**config.mk**
```make
export PLATFORM = sky130hd
export DESIGN_NAME = mch_sync_seq
export DESIGN_NICKNAME = d
export VERILOG_FILES = /design/src/rtl/mch_pkg.sv /design/src/rtl/mch_edge_det.sv /design/src/rtl/mch_sync_seq.sv
export SDC_FILE = /design/constraint.sdc
export NUM_CORES = 1
export LEC_CHECK = 0
export ABC_AREA = 1
export ABC_CLOCK_PERIOD_IN_PS = 1570
export CAP_MARGIN = 10
export CORE_MARGIN = 5
export CORE_UTILIZATION = 40
export CTS_CLUSTER_DIAMETER = 120
export DETAILED_ROUTE_END_ITERATION = 8
export GPL_TIMING_DRIVEN = 0
export MAX_ROUTING_LAYER = met4
export PLACE_DENSITY = 0.7
export SLEW_MARGIN = 15
export SYNTH_ARGS = -nofsm -noshare
export SYNTH_HDL_FRONTEND = slang
export SYNTH_SLANG_ARGS = --single-unit
```
**constraint.sdc**
```tcl
create_clock -name clk -period 1.57 [get_ports clk]
set_input_delay 0.471 -clock clk [delete_from_list [all_inputs] [get_ports clk]]
set_output_delay 0.471 -clock clk [all_outputs]
set_load 0.01 [all_outputs]
```
**src/rtl/mch_pkg.sv**
```systemverilog
// Shared types and helpers for the Manchester sync sequencer and the bit encoder.
// Holds the count-width helper, the state decode and the nominal pacing tick rate.
package mch_pkg;

    localparam int TICK_HZ = 1_000_000;

    typedef enum logic [1:0] {
        ST_IDLE = 2'd0,
        ST_SYNC = 2'd1,
        ST_DONE = 2'd2
    } seq_state_e;

    // Bits needed to hold 0..max_val, i.e. clog2(max_val+1).
    function automatic int cnt_w(input int max_val);
        int w;
        w = 1;
        for (int i = 1; i < 31; i++)
            if ((1 << i) <= max_val) w = i + 1;
        return w;
    endfunction

    function automatic seq_state_e seq_state(input int cnt, input int sync_len, input int term);
        if (cnt >= term)         return ST_IDLE;
        else if (cnt < sync_len) return ST_SYNC;
        else                     return ST_DONE;
    endfunction

endpackage

```
**src/rtl/mch_edge_det.sv**
```systemverilog
// Two-flop edge detector on a clk-synchronous pulse; rise/fall are one clk wide.
module mch_edge_det (
    input  logic clk,
    input  logic rst,
    input  logic d_i,
    output logic rise_o,
    output logic fall_o
);
    logic d0_q, d1_q;

    always_ff @(posedge clk or posedge rst) begin
        if (rst) begin
            d0_q <= 1'b0;
            d1_q <= 1'b0;
        end else begin
            d0_q <= d_i;
            d1_q <= d0_q;
        end
    end

    assign rise_o = d0_q & ~d1_q;
    assign fall_o = d1_q & ~d0_q;

endmodule

```
**src/rtl/mch_sync_seq.sv**
```systemverilog
// Manchester sync/preamble sequencer: tick-paced sync waveform followed by a done window.
// Define MCH_SYNC_POL_EN to add a `pol` input that inverts the sync cells per sequence.
//   state | meaning
//   IDLE  | cnt == TERM, waiting for a start edge
//   SYNC  | cnt <  SYNC_LEN, driving sync cells
//   DONE  | SYNC_LEN <= cnt < TERM, done window
module mch_sync_seq
    import mch_pkg::*;
#(
    parameter int SYNC_LEN  = 11,
    parameter int HALF_LOG2 = 1,
    parameter int DONE_LEN  = 4,
    parameter bit IDLE_LVL  = 1'b1,
    parameter bit RETRIG    = 1'b0
) (
    input  logic clk,
    input  logic rst,
    input  logic pls_tick,
    input  logic start,
`ifdef MCH_SYNC_POL_EN
    input  logic pol,
`endif
    output logic async,
    output logic done,
    output logic busy,
    output logic err_retrig
);
    localparam int TERM  = SYNC_LEN + DONE_LEN;
    localparam int CNT_W = cnt_w(TERM);
    localparam logic [CNT_W-1:0] TERM_C = CNT_W'(TERM);

    logic             tick_r, tick_f;
    logic             st0_q, st1_q, start_edge;
    logic [CNT_W-1:0] cnt_q, cnt_d;
    logic             async_q, async_d;
    logic             done_q, done_d;
    logic             err_q, err_d;
    logic             clr, pol_eff;
    seq_state_e       state;

    mch_edge_det u_tick_det (
        .clk    (clk),
        .rst    (rst),
        .d_i    (pls_tick),
        .rise_o (tick_r),
        .fall_o (tick_f)
    );

    assign start_edge = st0_q & ~st1_q;
    assign state      = seq_state(int'(cnt_q), SYNC_LEN, TERM);
    assign busy       = (state != ST_IDLE);
    assign clr        = tick_f & start_edge & (~busy | RETRIG);

`ifdef MCH_SYNC_POL_EN
    logic pol_q;
    always_ff @(posedge clk or posedge rst) begin
        if (rst)      pol_q <= 1'b0;
        else if (clr) pol_q <= pol;
    end
    assign pol_eff = pol_q;
`else
    assign pol_eff = 1'b0;
`endif

    // Count moves on tick fall, outputs on tick rise, so a clear never races an output update.
    always_comb begin
        cnt_d   = cnt_q;
        async_d = async_q;
        done_d  = done_q;
        err_d   = 1'b0;
        if (clr) begin
            cnt_d = '0;
        end else if (tick_f) begin
            if (busy) cnt_d = cnt_q + CNT_W'(1);
            err_d = start_edge & busy & ~RETRIG;
        end
        if (tick_r) begin
            async_d = (state == ST_SYNC) ? (cnt_q[HALF_LOG2] ^ pol_eff) : IDLE_LVL;
            done_d  = (state == ST_DONE);
        end
    end

    always_ff @(posedge clk or posedge rst) begin
        if (rst) begin
            st0_q   <= 1'b0;
            st1_q   <= 1'b0;
            cnt_q   <= TERM_C;
            async_q <= IDLE_LVL;
            done_q  <= 1'b0;
            err_q   <= 1'b0;
        end else begin
            if (tick_r) begin
                st0_q <= start;
                st1_q <= st0_q;
            end
            cnt_q   <= cnt_d;
            async_q <= async_d;
            done_q  <= done_d;
            err_q   <= err_d;
        end
    end

    assign async      = async_q;
    assign done       = done_q;
    assign err_retrig = err_q;

endmodule
```
==> results of run 1 <==
## path summary, 6_finish.rpt
kind	end	depth (start not counted)	slack, ps
max	busy	3	-60
min	u_tick_det.d1_q	0	470
max reg2reg	cnt_q[2]	7	340
min reg2reg	u_tick_det.d1_q	0	470
max in group asynchronous	async	2	740
min in group asynchronous	u_tick_det.d1_q	2	500
## cell type report
| class | count | area [µm²] | share of cell area, % |
|---|---|---|---|
| well taps | 15 | 18.8 | 2.56 |
| multi-input cells | 45 | 243 | 33.2 |
| clock buffers | 4 | 26.3 | 3.59 |
| flip-flops and latches | 11 | 282 | 38.5 |
| inverters | 11 | 41.3 | 5.64 |
| plain buffers | 2 | 22.5 | 3.08 |
| repair buffers | 11 | 98.8 | 13.5 |
## stage by stage
stage / area [µm²] / utilization, % / setup TNS [ps] / hold slack (ps) / power (mW)
floorplan: 568 / - / 0 / 320 / 0.635
CTS: 716 / 54.3 / -109 / 478 / 0.946
finish: 732 / 55.6 / -59.1 / 475 / 0.949
global placement: 657 / 49.9 / -332 / 452 / 0.706
global route: 732 / 55.6 / -97.9 / 497 / 1.04
detailed placement: 657 / 49.9 / -332 / 464 / 0.711
## per-layer routing
metal | vias to the layer above | routed length [µm]
li1 | 245 | -
met1 | 202 | 470
met2 | 6 | 475
met3 | 2 | 35
met4 | 0 | 12
met5 | - | 0
## placed cells by master, fill, tap and decap left out
cell | netlist | layout
dlygate4sd2_1 | 0 | 2
ha_4 | 0 | 1
clkdlybuf4s50_1 | 0 | 3
clkbuf_1 | 0 | 1
nand3_1 | 8 | 8
clkdlybuf4s15_1 | 0 | 1
nand4_1 | 1 | 1
nor2_4 | 1 | 1
clkbuf_4 | 0 | 3
inv_1 | 9 | 9
inv_2 | 2 | 2
dfstp_2 | 5 | 5
dfrtp_1 | 6 | 6
nand2_1 | 18 | 18
o21ai_1 | 1 | 1
a21oi_1 | 2 | 2
nand3_4 | 0 | 1
nand2_4 | 1 | 1
o21ai_0 | 2 | 2
buf_6 | 2 | 3
buf_4 | 0 | 4
nor2_1 | 7 | 7
nand2_2 | 2 | 2
## power breakdown
part | internal, mW | leakage (nW) | switching, mW | total [mW]
clock network | 0.0981 | 0.0150 | 0.0839 | 0.182
logic | 0.168 | 0.222 | 0.183 | 0.351
registers | 0.375 | 0.128 | 0.0412 | 0.416
## critical path: stages, from the launching register on
cell and delay (ps):
dfstp_2 570, ha_4 150, nand3_4 60, buf_6 120
## state kept, by name, indices dropped and copies added, names as in the netlist
signal and cells:
done 1, u_tick_det.d1_q 1, u_tick_det.d0_q 1, async 1
st1_q 1, err_retrig 1, cnt_q 4, st0_q 1
## cells by family (layout without fill, tap and decap cells)
family	Yosys count	after routing	share of synthesized area, %
simple gates	39	39	32.6
compound gates	5	5	4.40
fa+ha+maj	1	1	2.20
buf+inv	13	28	11.2
flops	11	11	49.6
## timing repair
item,in CTS,in global routing
setup endpoints to repair,4,2
pin swaps,2,1
gates resized for setup,11,1
buffers inserted,2,2
==> results_dict.tcl, run 1 <==
set metrics [dict create \
    grt_util_met3_pct 2.26 \
    area_growth_pct 28.9 \
    grtUsageMet1_pct 13.8 \
    violations "setup timing" \
    worst_slack_ps -59.1 \
    dieArea_um2 2270 \
    drive_above_1_share_pct 27.4 \
    yosys-top-cells-area "dfrtp_1, dfstp_2, nand2_1" \
    syn_area_per_cell_um2 8.23 \
    power.leakage_nw 0.365 \
    ys_ff_latch 11 \
    cts_buffers 3 \
    cp.arrival_ps 1160 \
    clk_pin_slew_ps 60 \
    holdBufCountCts 0 \
    gp_congestion 0.726 \
    synth_top_area_share_pct 26.4 \
    cp.required_ps 1100 \
    busiest_layer "met2" \
    place_inst 91 \
    worstMarginPinSlew_ps 413 \
    vias_per_cell 4.60 \
    post_drt_wl_per_cell_um 10.0 \
    antenna_cells 0 \
    power_density_nw_per_um2 1300 \
    fin_nets 90 \
    synth_cell_types 17 \
    yosysWarnings 0 \
    io_pins 8 \
    die_w_um 47.7 \
    synth_nets 74 \
    via_count 455 \
    rsz0062_at_grt "true" \
    grt_max_degree 12 \
    grt_first_pass_wirelength_um 1730 \
    path_class "reg2out" \
    synthFlopType "dfrtp_1" \
    drt-initial-drc-count 9 \
    dr.pass1.iters 4 \
    cts.sinks 11 \
    status "complete, but fails checks" \
    overflow 0 \
    drc 0 \
    grt_usage_pct 11.7 \
    num_rows 13 \
    die_h_um 47.7 \
    critPathMaxFanout 2 \
    ys_seq_area_share_pct 49.6 \
    cp-start-kind "register" \
    end_kind "output port" \
    maxCapViolations 0 \
    nFillCells 122 \
    timing.rr.start "cnt_q[0]" \
    final-hold-violation-count 0 \
    netlist_instances 69 \
    vdd_drop_max_mv 0.626 \
    min_period_ps 1630 \
    io_buffers 7 \
    slew-limit-headroom_pct 72.4 \
    yosysMostFrequentCell "nand2_1" \
    finalNonFillerCells 99 \
    h-tree-depth 1 \
    hold_class "reg2reg" \
    synth-async-reset-ratio_pct 100 \
    min_from "u_tick_det.d0_q" \
    routed_wirelength_um 993 \
    cts.path.max_buffers 2 \
    drt.antenna.violating_nets 0 \
    hpwl_um 683 \
    slew_viol_final 0 \
    grt_util_met2_pct 17.7 \
    synth-edff-count 0 \
    period_share_pct 104 \
    clockRootBuffer "clkbuf_4" \
    worst_clock_skew_ps 0.755 \
    syn_area_um2 568 \
    antenna_found_initial 0 \
    fp.coreArea_um2 1320 \
    start_util_pct 43.1 \
    yosys.area.top_type "dfrtp_1" \
    fmax_mhz 614 \
    startpoint "cnt_q[0]" \
    dp_slack_ps -332 \
    clk_latency_ps 260 \
    finalSetupViolCount 1 \
    synth.top_cells.by_count "nand2_1, inv_1, nand3_1" \
    grt_pass1_vias 402 \
    cts_tree "built" \
]
No activity file was read; power rests on OpenSTA's default activity.
==> run 2, diff against run 1 <==
ABC_AREA = not set   (was 1)
CORE_AREA = 5 5 42 44   (was not set)
CORE_MARGIN = not set   (was 5)
CORE_UTILIZATION = not set   (was 40)
DIE_AREA = 0 0 47 49   (was not set)
PLACE_DENSITY = 0.67   (was 0.7)
REMOVE_ABC_BUFFERS = 1   (was not set)
==> results_dict.tcl, run 2 <==
set metrics [dict create \
    dr.pass1.iters 4 \
    synth_cell_types 22 \
    status "complete, but fails checks" \
    clk_latency_ps 260 \
    whs_path_depth 0 \
    yosysMostFrequentCell "dfrtp_1" \
    vdd_drop_max_mv 0.792 \
    fin_area_um2 674 \
    grt_usage_pct 8.91 \
    worst-r2r-cell-count 5 \
    worst_slack_ps -116 \
    power_density_nw_per_um2 1750 \
    rsz0062_at_grt "true" \
    drt.antenna.violating_nets 0 \
    antenna_found_initial 0 \
    via_count 359 \
    cts.path.max_buffers 2 \
    gp_congestion 0.744 \
    routed_wirelength_um 830 \
    ys_seq_area_share_pct 56.2 \
    synthFlopType "dfrtp_1" \
    drt-initial-drc-count 3 \
    placed_area_um2 586 \
    cts_buffers 3 \
    dr.max_layer_used "met3" \
    wl_met1_um 373 \
    antenna_cells 0 \
    area_growth_pct 34.8 \
    clockRootBuffer "clkbuf_4" \
    overflow 0 \
    timing.rr.start "cnt_q[0]" \
    synth.top_cells.by_count "dfrtp_1, dfstp_2, nand2_1" \
    fp.coreArea_um2 1400 \
    largest_reg_flops 4 \
    yosys.area.top_type "dfrtp_1" \
    grt_first_pass_wirelength_um 1450 \
    period_share_pct 107 \
    final_cell_mix "dfrtp_1, buf_4, dfstp_2" \
    synth-edff-count 0 \
    cts_tree "built" \
    synth_top_area_share_pct 30.0 \
    grt_pass1_vias 340 \
    netlist_instances 42 \
    path_class "reg2out" \
    post_drt_wl_per_cell_um 11.2 \
    cp.required_ps 1100 \
    dr_wl_met3_um 52 \
    drive_above_1_share_pct 36.2 \
    num_rows 14 \
    vias_per_cell 4.85 \
    critPathMaxFanout 5 \
    maxCapViolations 0 \
    slew_viol_final 0 \
    hpwl_um 569 \
    dieArea_um2 2300 \
    reg2reg_to "cnt_q[1]" \
    syn_area_per_cell_um2 11.9 \
    clk_pin_slew_ps 70 \
    holdBufCountCts 0 \
    drc 0 \
    synth-async-reset-ratio_pct 100 \
    die_w_um 47 \
    nFillCells 128 \
    worst_clock_skew_ps 3.78 \
    rrSetupSlack_ps 90 \
    min_period_ps 1690 \
    die_h_um 49 \
    finalPower_mw 1.18 \
    power.leakage_nw 0.303 \
    end_kind "output port" \
    route.met2.wl_um 404 \
    ys_ff_latch 11 \
    grt_max_degree 12 \
    io_buffers 7 \
    syn_area_um2 500 \
    hold_class "reg2reg" \
    cp-start-kind "register" \
    whs_endpoint "u_tick_det.d1_q" \
    fmax_mhz 593 \
    max_flop_register "cnt_q" \
    slew-limit-headroom_pct 65.3 \
    finalSetupViolCount 1 \
    io_pins 8 \
    fin_nets 64 \
    worstMarginPinSlew_ps 519 \
    yosys-top-cells-area "dfrtp_1, dfstp_2, mux2_2" \
    start_util_pct 35.7 \
    yosysWarnings 0 \
    min_from "u_tick_det.d0_q" \
    setup_tns_ps -116 \
    h-tree-depth 1 \
    cts.sinks 11 \
    final-hold-violation-count 0 \
    cp.arrival_ps 1210 \
    violations "setup timing" \
]
==> run 2: how the worst max path moves through the flow <==
stage / from / endpoint / slack (ps) / cells past startpoint
floorplan: cnt_q[0] / cnt_q[1] / 40 / 4
global placement: cnt_q[0] / busy / -430 / 3
detailed placement: cnt_q[0] / busy / -430 / 3
CTS: cnt_q[0] / busy / -130 / 3
global route: cnt_q[0] / busy / -160 / 3
finish: cnt_q[0] / busy / -120 / 3
==> run 2: metrics by stage <==
step                hold WS [ps]  instances  util, %  worst slack [ps]
floorplan                    320         41        -              38.3
finish                       410         74     48.1              -116
detailed placement           399         64     41.8              -435
global route                 432         74     48.1              -159
global placement             386         64     41.8              -426
CTS                          414         71     46.5              -131
==> run 2: cell type report <==
cell class	count	area, µm²	area share, %
sequential	11	282	41.7
tap	16	20.0	2.97
multi-input combinational	29	230	34.1
inverter	1	3.75	0.557
timing repair buffer	13	113	16.7
clock buffer	4	26.3	3.90
==> run 2: kinds of logic after synthesis <==
logic type               synth area share, %
AO/OA/AOI/OAI                           13.0
buffers and inverters                   1.75
multiplexers                            8.75
XOR/XNOR                                1.75
flip-flops                              56.2
AND/OR/NAND/NOR                         16.0
adder cells (fa/ha/maj)                 2.50
==> run 2: report_power, final <==
group	switching (mW)	total (mW)	internal (mW)
clock network	0.0899	0.188	0.0982
registers	0.0957	0.515	0.419
logic	0.199	0.478	0.279
total	0.384	1.18	0.796
==> run 2: worst max-delay path, cell delays in order (launching register included) <==
cell and delay [ps]:
dfstp_2 560, ha_4 150, nand3_4 100, buf_6 140
==> run 2: per-layer routing <==
layer,GRT usage [%],up-vias
met3,2.21,0
met1,11.2,170
met2,12.4,9
met5,-,-
li1,-,180
met4,5.53,0
==> run 2: repair_timing <==
item,4_1_cts,5_1_grt
pin swaps,1,1
endpoints found under the hold margin,0,0
buffers inserted,3,3
resized for setup,11,0
endpoints found under the setup margin,5,1
==> run 3, diff against run 2 <==
PLACE_DENSITY = not set   (was 0.67)
==> results_dict.tcl, run 3 (synthesis results as in run 2) <==
set metrics [dict create \
    dr.pass1.iters 2 \
    fin_nets 64 \
    io_buffers 7 \
    worstMarginPinSlew_ps 544 \
    worst-r2r-cell-count 5 \
    drive_above_1_share_pct 36.2 \
    final_cell_mix "dfrtp_1, buf_4, dfstp_2" \
    via_count 370 \
    antenna_found_initial 0 \
    setup_tns_ps -119 \
    slew_viol_final 0 \
    critPathMaxFanout 4 \
    routed_wirelength_um 1000 \
    area_growth_pct 34.8 \
    hold_class "reg2reg" \
    cts_tree "built" \
    drt-initial-drc-count 5 \
    busiest_layer "met2" \
    clockRootBuffer "clkbuf_4" \
    p_int_mw 0.807 \
    swShare_pct 34.2 \
    io_pins 8 \
    drt.antenna.violating_nets 0 \
    fmax_mhz 592 \
    cp-start-kind "register" \
    holdBufCountCts 0 \
    cts.path.max_buffers 2 \
    start_util_pct 35.7 \
    grt_usage_pct 10.7 \
    path_class "reg2out" \
    die_h_um 49 \
    h-tree-depth 1 \
    power_density_nw_per_um2 1820 \
    startpoint "cnt_q[0]" \
    antenna_cells 0 \
    grt_util_met3_pct 6.64 \
    largest_reg_flops 4 \
    max_stage_delay_ps 570 \
    vdd_drop_max_mv 0.664 \
    fp.coreArea_um2 1400 \
    timing.critical_path.buf_inv 1 \
    dp_slack_ps -441 \
    max_flop_register "cnt_q" \
    endpoint "busy" \
    seqPwrFrac_pct 43.2 \
    end_kind "output port" \
    drc 0 \
    multi_input_area_um2 230 \
    maxCapViolations 0 \
    nFillCells 146 \
    dieArea_um2 2300 \
    seq_area_um2 282 \
    crit_chain "ha_4, nand3_4, buf_6" \
    cts.sinks 11 \
    die_w_um 47 \
    finalSetupViolCount 1 \
    slew-limit-headroom_pct 63.7 \
    grt_first_pass_wirelength_um 1670 \
    period_share_pct 108 \
    worst_slack_ps -119 \
    timing.rr.start "cnt_q[0]" \
    clk_latency_ps 270 \
    finalPower_mw 1.23 \
    grtUsageMet1_pct 11.1 \
    clk_pin_slew_ps 60 \
    post_drt_wl_per_cell_um 13.6 \
    overflow 0 \
    comb_power_share_pct 41.4 \
    cp.depth 3 \
    worst_clock_skew_ps 5.41 \
    hold_slack_ps 414 \
    cp.arrival_ps 1220 \
    crit_family "flip-flops" \
    vias_per_cell 5.00 \
    grt_max_degree 12 \
    p_clk_share_pct 15.4 \
    power.leakage_nw 0.303 \
    min_period_ps 1690 \
    violations "setup timing" \
    p_sw_mw 0.420 \
    gp_congestion 0.672 \
    num_rows 14 \
    rsz0062_at_grt "true" \
    cp.required_ps 1100 \
    final-hold-violation-count 0 \
    reg2reg_to "cnt_q[1]" \
    rrSetupSlack_ps 70 \
    grt_pass1_vias 388 \
    hpwl_um 619 \
    grt_util_met2_pct 16.1 \
    cts_buffers 3 \
    status "complete, but fails checks" \
    crit_slowest_cell "dfstp_2" \
]
## run 3: cell counts in the layout (fill, tap and decap cells not counted)
No cell type changed its count.
## run 3: how the worst min path moves through the flow
stage / start / to / slack (ps) / cells after the start
final: u_tick_det.d0_q / u_tick_det.d1_q / 410 / 0
after floorplan: rst / done / 320 / 1
after CTS: u_tick_det.d0_q / u_tick_det.d1_q / 410 / 0
after global placement: u_tick_det.d0_q / u_tick_det.d1_q / 390 / 0
after global routing: u_tick_det.d0_q / u_tick_det.d1_q / 430 / 0
after detailed placement: u_tick_det.d0_q / u_tick_det.d1_q / 390 / 0
## run 3: power groups by stage
stage          sequential [mW]  clock (mW)  combinational (mW)
5_1_grt                  0.543       0.225               0.545
3_5_place_dp             0.523           0               0.359
3_3_place_gp             0.517           0               0.345
2_1_floorplan            0.511           0               0.238
4_1_cts                  0.521       0.198               0.449
6_report                 0.530       0.189               0.508
## run 3: layout make-up
cell class,count,share of cell area (%)
clock buffers,4,3.90
well taps,16,2.97
repair buffers,13,16.7
inverters,1,0.557
flip-flops and latches,11,41.7
multi-input cells,29,34.1
## run 3: worst reg2reg max path: cells and delay by family, from the launching register on
kind | cells | cell delay (ps)
buffers and inverters | 1 | 150
flip-flops | 1 | 570
multiplexers | 1 | 330
AO/OA/AOI/OAI | 1 | 130
adder cells (fa/ha/maj) | 1 | 160
AND/OR/NAND/NOR | 1 | 90
## run 3: metal layers
metal / vias to the layer above / part of all wire, %
met1: 178 / 39
met3: 2 / 7.4
met5: - / 0
met4: 0 / 1.4
met2: 10 / 52
li1: 180 / -
## run 3: what timing repair did
item,in CTS,in global routing
endpoints found under the setup margin,5,1
pin swaps,1,1
hold endpoints to repair,0,0
setup buffers,3,3
gates resized for setup,11,0
## run 3: stage by stage
step	cell area [µm²]	util [%]	std cells
3_5_place_dp	586	41.8	64
2_1_floorplan	495	-	41
3_3_place_gp	586	41.8	64
4_1_cts	652	46.5	71
6_report	674	48.1	74
5_1_grt	674	48.1	74
